[config.mk]
export PLATFORM = sky130hd
export DESIGN_NAME = multi_cycle_ctrl
export DESIGN_NICKNAME = d
export VERILOG_FILES = /design/src/rtl/multi_cycle_ctrl.sv
export SDC_FILE = /design/constraint.sdc
export NUM_CORES = 1
export LEC_CHECK = 0
export BUFFER_PORTS_ARGS = -buffer_cell sky130_fd_sc_hd__buf_2
export CAP_MARGIN = 20
export CELL_PAD_IN_SITES_DETAIL_PLACEMENT = 1
export CELL_PAD_IN_SITES_GLOBAL_PLACEMENT = 1
export CORE_AREA = 10 10 85 80
export CTS_CLUSTER_DIAMETER = 40
export DETAILED_ROUTE_END_ITERATION = 12
export DIE_AREA = 0 0 95 90
export MAX_ROUTING_LAYER = met4
export PLACE_DENSITY = 0.8
export SLEW_MARGIN = 15
export SYNTH_ARGS = -nofsm -noshare
export SYNTH_HDL_FRONTEND = slang
export SYNTH_SLANG_ARGS = --single-unit
export TNS_END_PERCENT = 20
[constraint.sdc]
create_clock -name clk -period 3.5 [get_ports clk]
set_clock_uncertainty 0.15 [all_clocks]
set_input_delay 0.7 -clock clk [delete_from_list [all_inputs] [get_ports clk]]
set_output_delay 0.7 -clock clk [all_outputs]
set_load 0.02 [all_outputs]
[src/rtl/multi_cycle_ctrl.sv]
// Multi-cycle RV32I sequencer: FETCH/DECODE/EXEC/MEM/WB Moore FSM driving datapath selects and a
// shared memory port; memory phases stall on mem_ready, unsupported opcodes park in TRAP until reset.
module multi_cycle_ctrl (
   input  logic        clk,
   input  logic        reset_n,
   input  logic [6:0]  opcode,
   input  logic        br_taken,
   input  logic        mem_ready,
   output logic        mem_req,
   output logic        mem_we,
   output logic        mem_is_fetch,
   output logic        ir_we,
   output logic        pc_we,
   output logic        pc_sel,
   output logic        alu_src_b,
   output logic [1:0]  alu_op,
   output logic        reg_we,
   output logic [1:0]  wb_sel,
   output logic        illegal,
   output logic [2:0]  state_o,
   output logic [31:0] retired
);

   typedef enum logic [2:0] {
      S_INIT   = 3'd0,
      S_FETCH  = 3'd1,
      S_DECODE = 3'd2,
      S_EXEC   = 3'd3,
      S_MEM    = 3'd4,
      S_WB     = 3'd5,
      S_TRAP   = 3'd7
   } state_t;

   localparam logic [6:0] OP_LOAD   = 7'b0000011;
   localparam logic [6:0] OP_STORE  = 7'b0100011;
   localparam logic [6:0] OP_BRANCH = 7'b1100011;
   localparam logic [6:0] OP_LUI    = 7'b0110111;
   localparam logic [6:0] OP_RTYPE  = 7'b0110011;
   localparam logic [6:0] OP_IALU   = 7'b0010011;

   state_t state, state_nxt;
   logic   is_load, is_store, is_branch, is_lui, is_rtype, is_ialu, supported;
   logic   retire;

   assign is_load   = (opcode == OP_LOAD);
   assign is_store  = (opcode == OP_STORE);
   assign is_branch = (opcode == OP_BRANCH);
   assign is_lui    = (opcode == OP_LUI);
   assign is_rtype  = (opcode == OP_RTYPE);
   assign is_ialu   = (opcode == OP_IALU);
   assign supported = is_load | is_store | is_branch | is_lui | is_rtype | is_ialu;

   always_ff @(posedge clk or negedge reset_n) begin
      if (!reset_n) begin
         state   <= S_INIT;
         retired <= 32'd0;
         illegal <= 1'b0;
      end else begin
         state <= state_nxt;
         if (retire)
            retired <= retired + 32'd1;
         if (state == S_DECODE && !supported)
            illegal <= 1'b1;
      end
   end

   always_comb begin
      state_nxt    = state;
      mem_req      = 1'b0;
      mem_we       = 1'b0;
      mem_is_fetch = 1'b0;
      ir_we        = 1'b0;
      pc_we        = 1'b0;
      pc_sel       = 1'b0;
      alu_src_b    = 1'b0;
      alu_op       = 2'b00;
      reg_we       = 1'b0;
      wb_sel       = 2'b00;
      case (state)
         S_INIT: state_nxt = S_FETCH;
         S_FETCH: begin
            mem_req      = 1'b1;
            mem_is_fetch = 1'b1;
            if (mem_ready) begin
               ir_we     = 1'b1;
               pc_we     = 1'b1;
               state_nxt = S_DECODE;
            end
         end
         S_DECODE: state_nxt = supported ? S_EXEC : S_TRAP;
         S_EXEC: begin
            if (is_branch) begin
               alu_op    = 2'b01;
               // Taken branch overwrites the PC+4 already written during FETCH
               pc_we     = br_taken;
               pc_sel    = br_taken;
               state_nxt = S_FETCH;
            end else if (is_load || is_store) begin
               alu_src_b = 1'b1;
               state_nxt = S_MEM;
            end else if (is_rtype) begin
               alu_op    = 2'b10;
               state_nxt = S_WB;
            end else if (is_ialu) begin
               alu_src_b = 1'b1;
               alu_op    = 2'b10;
               state_nxt = S_WB;
            end else if (is_lui) begin
               state_nxt = S_WB;
            end else begin
               state_nxt = S_FETCH;
            end
         end
         S_MEM: begin
            mem_req = 1'b1;
            mem_we  = is_store;
            if (mem_ready)
               state_nxt = is_store ? S_FETCH : S_WB;
         end
         S_WB: begin
            reg_we    = 1'b1;
            wb_sel    = is_load ? 2'b01 : (is_lui ? 2'b10 : 2'b00);
            state_nxt = S_FETCH;
         end
         S_TRAP: state_nxt = S_TRAP;
         default: state_nxt = S_INIT;
      endcase
   end

   assign retire  = (state_nxt == S_FETCH) &&
                    (state == S_EXEC || state == S_MEM || state == S_WB);
   assign state_o = state;

endmodule

==> flow_summary.toml <==
[cts]
ctsResizeCount = 0
cts_tree = "built"
clk_latency_ps = 290
h-tree-depth = 2
cts_hold_buf = 0
clk_pin_slew_worst_paths_ps = 70
clockRootBuffer = "clkbuf_8"
cts_made_buffers = 5
clockBufferDepth = 2
cts.sinks = 36
post_cts_buffers = 0

[logic_synthesis]
ys_seq_elements = 36
yosys-top-cells-count = "36 x dfrtp_1, 28 x xor2_1, 23 x nor4_1, 17 x nand2_1, 15 x nand3_1"
yosysWarnings = 0
syn_nets = 222
synth_area_um2 = 2020
synth_top_cell_by_area = "dfrtp_1"
post-synth-top-area-fraction_pct = 44.7
synth_top_flop_cell = "dfrtp_1"
ys_seq_area_share_pct = 44.7
syn_avg_cell_area_um2 = 9.60
async_flop_share_pct = 100
synthCells = 210
synth_edf_count = 0
synthTopCellsByArea = "dfrtp_1 45%, xor2_1 12%, nor4_1 7.1%, nand3_1 3.7%, nor3_1 3.2%"
yosys.cell_count.top_type = "dfrtp_1"
synthDistinctLibCells = 35

[route]
antenna_left = 0
firstDrtPassIters = 4
routed_via_density = 5.41
highest_layer = "met4"
wl_met3_um = 282
wl_met1_um = 2610
drt_iter0_markers = 94
wire_per_inst_um = 17.4
wl_um = 5910
drc_errors = 0
wl_met2_um = 2910
vias = 1840

[place]
hpwl_um = 4290
io_buffers = 58
dp_worst_setup_slack_ps = 522
finalWeightedCongestion = 0.793

[critical_path]
regToRegEndpoint = "retired[31]"
cp_data_required_time_ps = 2650
crit_path_end_kind = "output pin"
crit_path_max_fanout = 8
crit_arrival_ps = 2140
slowest_delay_ps = 550
reg2regPathDepth = 5
critPathLaunchType = "primary input"
crit_family = "simple AND/OR/NAND/NOR gates"
worstSetupPathType = "in2out"
cpMostUsedCell = "buf_2"
rr_startpoint = "retired[6]"
r2r_slack_ps = 740
cp_slowest_cell = "or4_1"
path_buf_inv = 2
worstPathCellList = "buf_2, nand3b_1, or4_1, nor4b_1, buf_2"

[sta]
rsz0062_at_grt = "no"
period_needed_ps = 2990
hold_viol_final = 0
drv_slew = 0
finalSetupViolations = 0
fin_setup_tns_ps = 0
worstMarginPinSlew_ps = 860
max_freq_ghz = 0.335
period_share_pct = 85.3
worst_slack_ps = 513
slew_headroom_pct = 42.1

[floorplan]
start_util_pct = 39.8
num_io_pins = 59
die_width_um = 95
die_height_um = 90
rows = 25
coreArea_um2 = 5070
dieArea_um2 = 8550

[cells_and_area]
area_growth_pct = 24.8
antenna_cells = 0
final_util_pct = 49.7
fin_nets = 284
fill_cells = 618
drive_gt1_share_pct = 27.8

[worst_hold_path]
whs_path_depth = 1
holdCritStartpoint = "retired[31]"
whs_endpoint = "retired[31]"
hp-class = "reg2reg"

[power]
vdd_drop_max_mv = 0.419
powerDensity_nw_per_um2 = 610
power.total_w = 0.00154
power.leakage_nw = 1.22

[global_route]
track_usage_pct = 14.3
grt_pass1_vias = 1946
grt_max_degree = 37
antenna_found_initial = 0
grt_pass1_wl_um = 9740
grt_overflow_total = 0

[outcome]
status = "completed"

[job]
drv_cap = 0
==> sequential cells by signal, indices dropped and copies added (netlist names) <==
register,count
state_o,3
illegal,1
retired,32
==> through the flow <==
| stage | hold slack (ps) | area [µm²] | std cells |
|---|---|---|---|
| floorplan | 254 | 2020 | 210 |
| global placement | 304 | 2390 | 332 |
| detailed placement | 308 | 2390 | 332 |
| CTS | 326 | 2520 | 340 |
| global route | 349 | 2520 | 340 |
| finish | 319 | 2520 | 340 |
==> report_power, final <==
group | internal (W) | leakage [nW] | switching (W)
Combinational | 0.000193 | 0.715 | 0.000375
Sequential | 0.000466 | 0.445 | 0.0000948
Clock | 0.000251 | 0.0645 | 0.000156
Total | 0.000911 | 1.22 | 0.000625
==> kinds of logic (layout without fill, tap and decap cells) <==
| kind of cell | count (synthesis) | in the layout | share of synthesized area [%] |
|---|---|---|---|
| AND/OR/NAND/NOR | 105 | 105 | 28.6 |
| flip-flops | 36 | 36 | 44.7 |
| XOR/XNOR | 32 | 32 | 13.9 |
| AO/OA/AOI/OAI | 18 | 18 | 7.63 |
| buffers and inverters | 17 | 80 | 4.03 |
| adder cells (fa/ha/maj) | 1 | 1 | 0.620 |
| multiplexers | 1 | 1 | 0.558 |
==> how the worst max path moves through the flow <==
stage                          from         end  slack, ps  depth (start not counted)
after floorplan           opcode[3]       pc_we        240                          4
after global placement    opcode[6]      mem_we        560                          5
after detailed placement  opcode[3]  retired[1]        520                          7
after CTS                 opcode[6]      mem_we        500                          5
after global routing      opcode[6]      mem_we        370                          5
final                     opcode[6]      mem_we        510                          5
==> final cells by class <==
cell class	instances	area, µm²	area share, %
Timing Repair Buffer	63	328	13.0
Clock inverter	1	30.0	1.19
Inverter	9	33.8	1.34
Tap cell	67	83.8	3.33
Multi-Input combinational cell	157	1040	41.5
Clock buffer	7	96.3	3.83
Sequential cell	36	901	35.8
==> layer usage <==
layer / track usage (%) / vias to the layer above
li1: - / 879
met1: 17.3 / 903
met2: 21.9 / 47
met3: 3.91 / 11
met4: 6.11 / 0
met5: - / -
==> worst register-to-register path: cells and delay by family, from the launching register on <==
family / cells / cell delay, ps
xor gates and xnor gates: 1 / 180
DFF: 1 / 450
and+or+nand+nor: 4 / 1900
==> placed cells by master (no fill, tap or decap) <==
cell type	Yosys	layout
a211oi_1	2	2
and2_1	3	3
a21boi_0	3	3
nor3b_1	1	1
clkbuf_8	0	7
o31ai_1	1	1
inv_1	9	9
nor2b_1	2	2
nand4_1	7	7
nor4b_1	4	4
nand3_1	15	15
bufinv_16	0	1
a21bo_2	1	1
o31ai_4	0	1
a2bb2oi_1	1	1
o2111ai_1	1	1
nand2_1	17	17
or4_1	1	1
ha_1	1	1
nor2_1	10	10
nor4_1	23	23
a21oi_1	2	2
xor2_1	28	28
or4b_4	1	1
buf_4	0	5
nand3b_1	2	2
o22a_1	1	1
o31a_1	1	1
mux2_2	1	1
o21ai_0	3	3
nand2b_1	6	6
nor3_1	13	13
buf_2	2	58
xnor2_1	4	4
dfrtp_1	36	36
o311ai_4	1	1
No activity file was read; power rests on OpenSTA's default activity.
